[src/rtl/addsub_server.sv]
// Shared add/subtract responder: arbitrates NUM_REQ requesters onto one registered adder/subtractor.
// Define ADDSUB_SERVER_RR_EN for round-robin arbitration; otherwise the lowest requesting index wins.
module addsub_server #(
    parameter int NUM_REQ = 3,
    parameter int DATA_W  = 8,
    parameter int CNT_W   = 16
) (
    input  logic                       clk_i,
    input  logic                       rst_n,
    input  logic [NUM_REQ-1:0]         req_i,
    input  logic [NUM_REQ-1:0]         mode_i,
    input  logic [NUM_REQ*DATA_W-1:0]  a_i,
    input  logic [NUM_REQ*DATA_W-1:0]  b_i,
    output logic [NUM_REQ-1:0]         ready_o,
    output logic [DATA_W-1:0]          res_o,
    output logic [$clog2(NUM_REQ)-1:0] grant_o,
    output logic                       busy_o,
    output logic [CNT_W-1:0]           ops_cnt_o
);

    localparam int GW = $clog2(NUM_REQ);

    typedef enum logic {
        IDLE = 1'b0,
        RESP = 1'b1
    } state_t;

    state_t              state_q;
    state_t              state_d;
    logic [GW-1:0]       ptr_q;
    logic [GW-1:0]       winner;
    logic                found;
    logic [NUM_REQ-1:0]  winner_onehot;
    logic [DATA_W-1:0]   a_sel;
    logic [DATA_W-1:0]   b_sel;
    logic [DATA_W-1:0]   result;

    always_comb begin
        winner = '0;
        found  = 1'b0;
`ifdef ADDSUB_SERVER_RR_EN
        // Search starts just past the last served requester and wraps around.
        for (int i = 1; i <= NUM_REQ; i++) begin
            if (!found && req_i[(int'(ptr_q) + i) % NUM_REQ]) begin
                winner = GW'((int'(ptr_q) + i) % NUM_REQ);
                found  = 1'b1;
            end
        end
`else
        for (int i = 0; i < NUM_REQ; i++) begin
            if (!found && req_i[i]) begin
                winner = GW'(i);
                found  = 1'b1;
            end
        end
`endif
    end

`ifndef ADDSUB_SERVER_RR_EN
    logic ptr_unused;
    assign ptr_unused = ^ptr_q;
`endif

    always_comb begin
        winner_onehot         = '0;
        winner_onehot[winner] = 1'b1;
    end

    assign a_sel  = a_i[int'(winner)*DATA_W +: DATA_W];
    assign b_sel  = b_i[int'(winner)*DATA_W +: DATA_W];
    assign result = mode_i[winner] ? (a_sel + b_sel) : (a_sel - b_sel);

    always_ff @(posedge clk_i or negedge rst_n) begin
        if (!rst_n) begin
            state_q <= IDLE;
        end else begin
            state_q <= state_d;
        end
    end

    always_comb begin
        state_d = state_q;
        case (state_q)
            IDLE:    if (found) state_d = RESP;
            RESP:    state_d = IDLE;
            default: state_d = IDLE;
        endcase
    end

    // Operands and mode are captured at the grant edge only; RESP just replays the stored result.
    always_ff @(posedge clk_i or negedge rst_n) begin
        if (!rst_n) begin
            ready_o   <= '0;
            res_o     <= '0;
            grant_o   <= '0;
            ops_cnt_o <= '0;
            ptr_q     <= GW'(NUM_REQ - 1);
        end else begin
            case (state_q)
                IDLE: begin
                    if (found) begin
                        res_o   <= result;
                        grant_o <= winner;
                        ready_o <= winner_onehot;
                    end
                end
                RESP: begin
                    ready_o   <= '0;
                    ops_cnt_o <= ops_cnt_o + CNT_W'(1);
                    ptr_q     <= grant_o;
                end
                default: ready_o <= '0;
            endcase
        end
    end

    assign busy_o = (state_q == RESP);

endmodule

[config.mk]
export PLATFORM = sky130hd
export DESIGN_NAME = addsub_server
export DESIGN_NICKNAME = d
export VERILOG_FILES = /design/src/rtl/addsub_server.sv
export SDC_FILE = /design/constraint.sdc
export NUM_CORES = 1
export LEC_CHECK = 0
export BUFFER_PORTS_ARGS = -buffer_cell sky130_fd_sc_hd__buf_2
export CAP_MARGIN = 20
export CORE_UTILIZATION = 32
export DETAILED_ROUTE_END_ITERATION = 10
export MAX_ROUTING_LAYER = met4
export PLACE_DENSITY = 0.62
export SKIP_CTS_REPAIR_TIMING = 1
export SLEW_MARGIN = 30
export SYNTH_ARGS = -nofsm -noshare
export SYNTH_HDL_FRONTEND = slang
export SYNTH_SLANG_ARGS = --single-unit
[constraint.sdc]
create_clock -name clk_i -period 1.57 [get_ports clk_i]
set_input_delay 0.157 -clock clk_i [delete_from_list [all_inputs] [get_ports clk_i]]
set_output_delay 0.157 -clock clk_i [all_outputs]
set_load 0.1 [all_outputs]
==> results.md, run 1 <==
* Starting Density at roughly a third
* Critical Path Max Stage Delay at between 0.3 and 0.4 ns
* DRC at 0
* Reg power frac at 26.3%
* Final hold vios at 0
* DR WL/cell at approximately 13 µm
* Largest net degree at the start of global routing at 31
* Sequential fraction of the synthesis area at a little under two fifths
* RR Startpoint: ops_cnt_o[2]
* CTS tree: built
* DRT iter0 DRCs at 80
* Max IR drop VDD at 0.001536 V
* Final Setup Violations at 7
* Dpl cells at 410
* Cells after Synth at between 200 and 250
* Chip width at approximately 81 µm
* Setup crit start kind: input port
* Total GRT Usage at 18.91%
* Clock slew seen by the registers of the worst setup and hold paths at 0.06 ns
* Most used cell, CP: buf_4
* Row cnt at 28
* Number of max-cap violations at 0
* Top delay family on crit path: compound AO/OA/AOI/OAI gates
* Vias in the first global route at around 2,100
* Clk sink count at 30
* Highest-delay cell along the critical path: a222oi_1
* Syn Std Cell Area at slightly below 2000 µm²
* Slew margin rel. at a little under three fifths
* Global placement routability congestion at 0.8433
* Top achievable clock speed at approximately 400 MHz
* Fin cells at roughly 420
* Critical Path RT at ~1.8 ns
* First-pass GRT wire length at around 9000 µm
* Worst R2R End: ops_cnt_o[15]
* Setup Skew at 0.005006 ns
* Fraction of layout cells with a size suffix above 1 at between 40% and 50%
* Mapped Avg Cell Area at about 9.0 µm²
* CP Class: in -> reg
* Number of buffers added on ports at 85
* Antenna-violating nets left at 0
* Status: complete, but fails checks
* Final nets at around 410
* Die ar. at approximately 6500 µm²
* Int Power at 2063 µW
* Hpwl dp at ~4400 µm
* Final Cell Area at 3032 µm²
* Root Buffer: clkbuf_8
* Height of the chip at 80.65 µm
* Final core utilization at 50.90%
* Max clock buf depth at 2
* Pre-Repair DR Iteration Count at 5
* Number of diodes at 0
* Yosys cell types at 39
* R2R Setup Slk at 0.13 ns
* Clk_lat worst skew at around 0.28 ns
* Post-Syn Nets at 287
* CTS Buf Count at 5
* Share of total power in combinational logic at around three fifths
* Hold Crit Class: in -> reg
* Crit-path cells: buf_8 -> o21bai_4 -> a222oi_1 -> buf_4 -> buf_4 -> a31oi_1 -> xnor2_1 -> ha_1 -> nand3_2 -> o221ai_4 -> nor4_2 -> nor3_1 -> xnor3_1 -> o21ai_1
* Tmin final at about 2.5 ns
* Switching pwr at 2483 µW
* Reg2reg path depth at 6
* Grt total ovfl at 0
* Failing checks: negative setup slack
* P&R area growth vs syn at 53.16%
* Slew of the pin with the lowest slew margin at between 0.6 and 0.7 ns
* Area post-placement at approximately 2900 µm²
* Final worst-path cycle share at 158.4%
* Core ar. at 5956 µm²
* Switching Fraction at a little over half
* PD cells at approximately 1500 nW/µm²
* RSZ-0062 raised after global routing: true
* Critical path arrival at 2.69 ns
* Worst hold margin at 0.2286 ns
* H-Tree Depth at 2
* Sequential cell area at 783.3 µm²
* Hold path depth at 3
* Yosys reg bits at 30
* Avg Vias per Cell at 4.889
* Worst setup slack after layout at -0.9176 ns
* Worst-path fanout max at 6
* Number of fill cells at approximately 580
* Clock Power Share at between 10% and 20%
* Routed wire length at 5443 µm
* Hold Crit Start: req_i[0]
* Lkg Pwr at between 0.001 and 0.0015 µW
* CP Buf/Inv Count at 3
* Hold Crit Endpoint: ready_o[1]
* Multi-input logic area at ~1300 µm²
* # IOs at 86
* Fin. max-slew vios at 0
* Antenna violations before repair at 0
* Vias at around 2,100
* Crit. End Element: flop
* Yosys Warn Count at 0
kinds of logic (layout without fill, tap and decap cells):
group | Yosys count | in the layout | synth area share (%)
xor gates and xnor gates | 27 | 27 | 12.64
buffers and inverters | 20 | 147 | 3.919
AOI/OAI and AO/OA | 57 | 57 | 18.52
and+or+nand+nor | 76 | 76 | 19.72
DFF | 30 | 30 | 37.93
muxes | 1 | 1 | 0.5689
adders and majority gates | 10 | 10 | 6.701
placed cells by master, fill, tap and decap left out, types with 2 or more instances in the layout:
cell,n
a21o_1,3
a21oi_1,14
a21oi_2,6
a222oi_1,4
a31oi_1,2
a32o_1,2
a41oi_1,2
and2_1,4
and3_1,3
and3_4,2
and4_1,3
buf_2,83
buf_4,42
clkbuf_1,3
clkbuf_8,5
dfrtp_1,16
dfrtp_2,8
dfrtp_4,6
ha_1,7
ha_2,2
inv_1,9
inv_2,2
nand2_1,24
nand3_1,6
nand3_2,3
nand3b_1,3
nand4_1,2
nor2_1,9
nor3_1,3
nor3b_1,6
o21ai_0,6
o21ai_1,10
xnor2_1,19
xor2_1,7
per-layer routing:
metal	wire length (µm)	up-vias	global-route usage [%]
met5	0	-	-
met4	158	0	8.571
met3	338	13	3.864
met2	2571	73	31.53
met1	2375	946	21.78
li1	-	1036	-
synthesized netlist by cell type:
cell,count,area share [%]
inv_1,10,1.9
a31oi_1,2,0.63
a222oi_1,4,2.0
o31ai_1,2,0.76
a41oi_1,2,0.89
xnor2_1,19,8.4
o221ai_1,1,0.44
nor2_1,11,2.1
a21oi_1,20,5.1
ha_1,9,5.7
dfrtp_1,30,38
nand3_1,9,2.3
and3_1,5,1.6
nor3_1,3,0.76
inv_2,1,0.19
nor4_1,1,0.32
a21o_1,3,1.1
and2_1,5,1.6
a32o_1,2,1.0
xnor3_1,1,1.1
nand4_1,2,0.63
nand2_1,25,4.7
o21ai_1,7,1.8
buf_1,1,0.19
clkbuf_1,6,1.1
mux2_2,1,0.57
nor3b_1,7,2.7
xor2_1,7,3.1
buf_2,2,0.51
a221oi_1,1,0.44
fa_1,1,1.0
o21bai_1,1,0.38
and4_1,3,1.3
a21boi_0,1,0.38
nand3b_1,3,1.1
nor2b_1,2,0.63
o21bai_4,1,0.95
o21ai_0,9,2.3
a22oi_1,1,0.38
cell type report:
| class | count | share of cell area, % |
|---|---|---|
| Multi-Input combinational cell | 171 | 41.48 |
| Sequential cell | 30 | 25.84 |
| Timing Repair Buffer | 128 | 25.59 |
| Tap cell | 75 | 3.095 |
| Clock buffer | 8 | 2.641 |
| Inverter | 11 | 1.362 |
how the worst max path moves through the flow:
| stage | startpoint | to | slack, ns | cells past startpoint |
|---|---|---|---|---|
| final | req_i[0] | res_o[7] | -0.92 | 14 |
| after global placement | req_i[1] | res_o[6] | -1.08 | 15 |
| after detailed placement | req_i[1] | res_o[6] | -1.14 | 15 |
| after CTS | req_i[1] | res_o[7] | -0.90 | 14 |
| after global routing | req_i[0] | res_o[7] | -1.04 | 13 |
| after floorplan | req_i[0] | res_o[7] | -0.80 | 12 |
state kept, by name (all words and copies together) (netlist names):
register / count
ready_o: 3
busy_o: 1
ops_cnt_o: 16
res_o: 8
grant_o: 2
worst register-to-register path: stages, from the launching register on:
cell	delay, ns
dfrtp_4	0.44
and4_1	0.22
and3_4	0.22
nand2_2	0.07
nor2_4	0.15
nand3_2	0.09
xnor2_1	0.13
through the flow:
step / setup TNS, ns / worst slack (ns) / power (µW)
after global placement: -5.970 / -1.081 / 3872
after floorplan: -4.224 / -0.8038 / 3270
after CTS: -4.437 / -0.9040 / 4503
after global routing: -5.088 / -1.036 / 4814
final: -3.950 / -0.9176 / 4546
after detailed placement: -6.351 / -1.142 / 3910
power groups by stage:
stage | clock [µW] | sequential (µW) | combinational [µW]
finish | 581 | 1200 | 2770
floorplan | 0 | 2630 | 636
CTS | 600 | 1200 | 2710
detailed placement | 0 | 1210 | 2700
global route | 644 | 1230 | 2940
global placement | 0 | 1200 | 2670
Note: power is estimated with default switching activity, not from simulation.
==> run 2, diff against run 1 <==
--- a/config.mk
+++ b/config.mk
@@ -7,10 +7,11 @@
 export LEC_CHECK = 0
 export BUFFER_PORTS_ARGS = -buffer_cell sky130_fd_sc_hd__buf_2
 export CAP_MARGIN = 20
-export CORE_UTILIZATION = 32
+export CORE_UTILIZATION = 45
+export CTS_CLUSTER_SIZE = 10
 export DETAILED_ROUTE_END_ITERATION = 10
 export MAX_ROUTING_LAYER = met4
-export PLACE_DENSITY = 0.62
+export PLACE_DENSITY = 0.8
 export SKIP_CTS_REPAIR_TIMING = 1
 export SLEW_MARGIN = 30
 export SYNTH_ARGS = -nofsm -noshare
==> run 2 against run 1 <==
- the run still ends with negative setup slack left
- non-clock buffer count fell by 3
- highest routed layer unchanged
- final cell count fell by 6.6%
- wire length rose by 2.2%
- first-iteration DRC count rose by 6.3%
- clock skew fell by 0.0035 ns
- combinational power rose by 2%
- critical path depth did not move
- clock power rose by 30%
- largest cell class unchanged
- die area fell by 28%
- core utilization rose by 23 points
==> results.md, run 2 (same netlist as run 1, synthesis figures left out) <==
* Fin. max-slew vios at 0 (unchanged)
* Slew of the pin with the lowest slew margin at 0.6445 ns (-0.02198 ns)
* Top achievable clock speed at 401.3 MHz (-0.16%)
* Routed wire length at 5561 µm (+2.2%)
* Place WS at -1.181 ns (-0.03873 ns)
* Core ar. at 4115 µm² (-31%)
* Number of diodes at 0 (unchanged)
* Max reg flops at 16 (unchanged)
* Max IR drop VDD at 0.0009409 V (-39%)
* DR WL/cell at 14.08 µm (+9.4%)
* Final worst-path cycle share at 158.7% (+0.26 points)
* P&R area growth vs syn at 54.11%
* Status: complete, but fails checks
* RSZ-0062 raised after global routing: true
* Clk sink count at 30 (unchanged)
* Fraction of layout cells with a size suffix above 1 at 50.43% (+0.72 points)
* Hold Crit Class: in -> reg
* Antenna violations before repair at 0 (unchanged)
* H-Tree Depth at 2 (unchanged)
* Most common cell after layout, fill and taps aside: buf_2
* Die ar. at 4668 µm² (-28%)
* Worst-path fanout max at 5 (-1)
* Number of fill cells at 308 (-47%)
* Critical path arrival at 2.70 ns (about the same)
* Setup crit start kind: input port
* Setup Skew at 0.001469 ns (-0.003537 ns)
* Max clock buf depth at 2 (unchanged)
* Row cnt at 23 (-18%)
* Antenna-violating nets left at 0 (unchanged)
* Hold Crit Start: req_i[0]
* Root Buffer: clkbuf_8
* Commonest cells after routing, fill and taps aside: 82 x buf_2, 36 x buf_4, 24 x nand2_1, 19 x xnor2_1, 16 x dfrtp_1
* Grt total ovfl at 0 (unchanged)
* Crit. End Element: flop
* Vias at 2,095 (+1.3%)
* Lkg Pwr at 0.001495 µW (+1.4%)
* First-pass GRT wire length at 8314 µm (-9.5%)
* Slew margin rel. at 57.03% (+1.5 points)
* Final nets at 410 (-0.73%)
* CTS tree: built
* Most flops, register: ops_cnt_o
* CTS Buf Count at 5 (unchanged)
* CP startpoint: req_i[0]
* # IOs at 86 (unchanged)
* Hpwl dp at 4235 µm (-2.9%)
* Biggest regs: ops_cnt_o (16), res_o (8), ready_o (3)
* Final hold vios at 0 (unchanged)
* Final core utilization at 74.13% (+23 points)
* Number of buffers added on ports at 85 (unchanged)
* Failing checks: negative setup slack
* Final Setup Violations at 7 (unchanged)
* Number of max-cap violations at 0 (unchanged)
* DRC at 0 (unchanged)
* Global placement routability congestion at 0.9317 (+10%)
* Starting Density at 48.10% (+15 points)
* PD cells at 1561 nW/µm² (+4.1%)
* Tmin final at 2.492 ns (+0.004010 ns)
* Worst setup slack after layout at -0.9216 ns (-0.004010 ns)
* Largest net degree at the start of global routing at 31 (unchanged)
* Chip width at 68.32 µm (-15%)
* Total GRT Usage at 24.95% (+6.0 points)
* RR Startpoint: ops_cnt_o[2]
* Clk_lat worst skew at 0.28 ns (about the same)
* Worst hold margin at 0.2377 ns (+0.009117 ns)
* Pre-Repair DR Iteration Count at 4 (-1)
* CP Class: in -> reg
* Height of the chip at 68.32 µm (-15%)
* DRT iter0 DRCs at 85 (+6.3%)
* Avg Vias per Cell at 5.304 (+8.5%)
* Clock slew seen by the registers of the worst setup and hold paths at 0.06 ns (about the same)
* Vias in the first global route at 1,965 (-5.1%)
* Critical Path RT at 1.78 ns (about the same)
[run 2: changes by cell type in the layout (fill, tap and decap cells not counted), moves of 2 or more]
cell	previous run	this run
clkbuf_1	3	0
buf_4	42	36
buf_6	0	4
clkinv_2	0	2
[run 2: area by class of cell]
| type | instances | area (µm²) | share of cell area (%) |
|---|---|---|---|
| multi-input combinational | 171 | 1284 | 42.08 |
| timing repair buffer | 125 | 770.7 | 25.27 |
| inverter | 11 | 41.29 | 1.354 |
| clock buffer | 5 | 68.82 | 2.256 |
| sequential | 30 | 783.3 | 25.68 |
| tap | 50 | 62.56 | 2.051 |
| clock inverter | 3 | 40.04 | 1.313 |
[run 2: through the flow]
| stage | area [µm²] | cells | TNS [ns] | power, µW |
|---|---|---|---|---|
| 2_1_floorplan | 2074 | 221 | -4.224 | 3270 |
| 3_3_place_gp | 2796 | 382 | -5.468 | 3829 |
| 3_5_place_dp | 2796 | 382 | -5.949 | 3877 |
| 4_1_cts | 2905 | 390 | -3.934 | 4641 |
| 5_1_grt | 3050 | 395 | -4.781 | 4996 |
| 6_report | 3050 | 395 | -4.055 | 4761 |
[run 2: worst paths after layout]
kind                                 end  slack, ns  cells after the start
setup / recovery                res_o[7]      -0.92                     14
hold / removal                ready_o[1]       0.24                      3
setup reg to reg           ops_cnt_o[15]       0.12                      6
hold reg to reg            ops_cnt_o[15]       0.46                      1
max in group asynchronous   ops_cnt_o[4]       0.64                      2
min in group asynchronous   ops_cnt_o[3]       0.45                      2
[run 2: where the power goes]
group | internal, µW | switching, µW | leakage [µW]
sequential | 1020 | 170 | 0.000367
clock | 466 | 289 | 0.0000579
combinational | 739 | 2080 | 0.00107
[run 2: layer usage]
layer / track usage (%) / up-vias / routed length (µm)
met4: 8.594 / 0 / 76
met1: 28.92 / 963 / 2249
li1: - / 1036 / -
met2: 43.87 / 88 / 2948
met3: 3.167 / 8 / 288
met5: - / - / 0
[run 2: worst max-delay path, stage by stage]
cell and delay [ns]:
buf_8 0.11, o21bai_4 0.19, buf_4 0.17, a222oi_1 0.48, buf_4 0.20, xnor2_1 0.11, ha_1 0.30, buf_6 0.14
nand3_4 0.07, o221ai_4 0.11, nor4_4 0.25, nor3_2 0.08, xnor3_1 0.19, o21ai_1 0.13
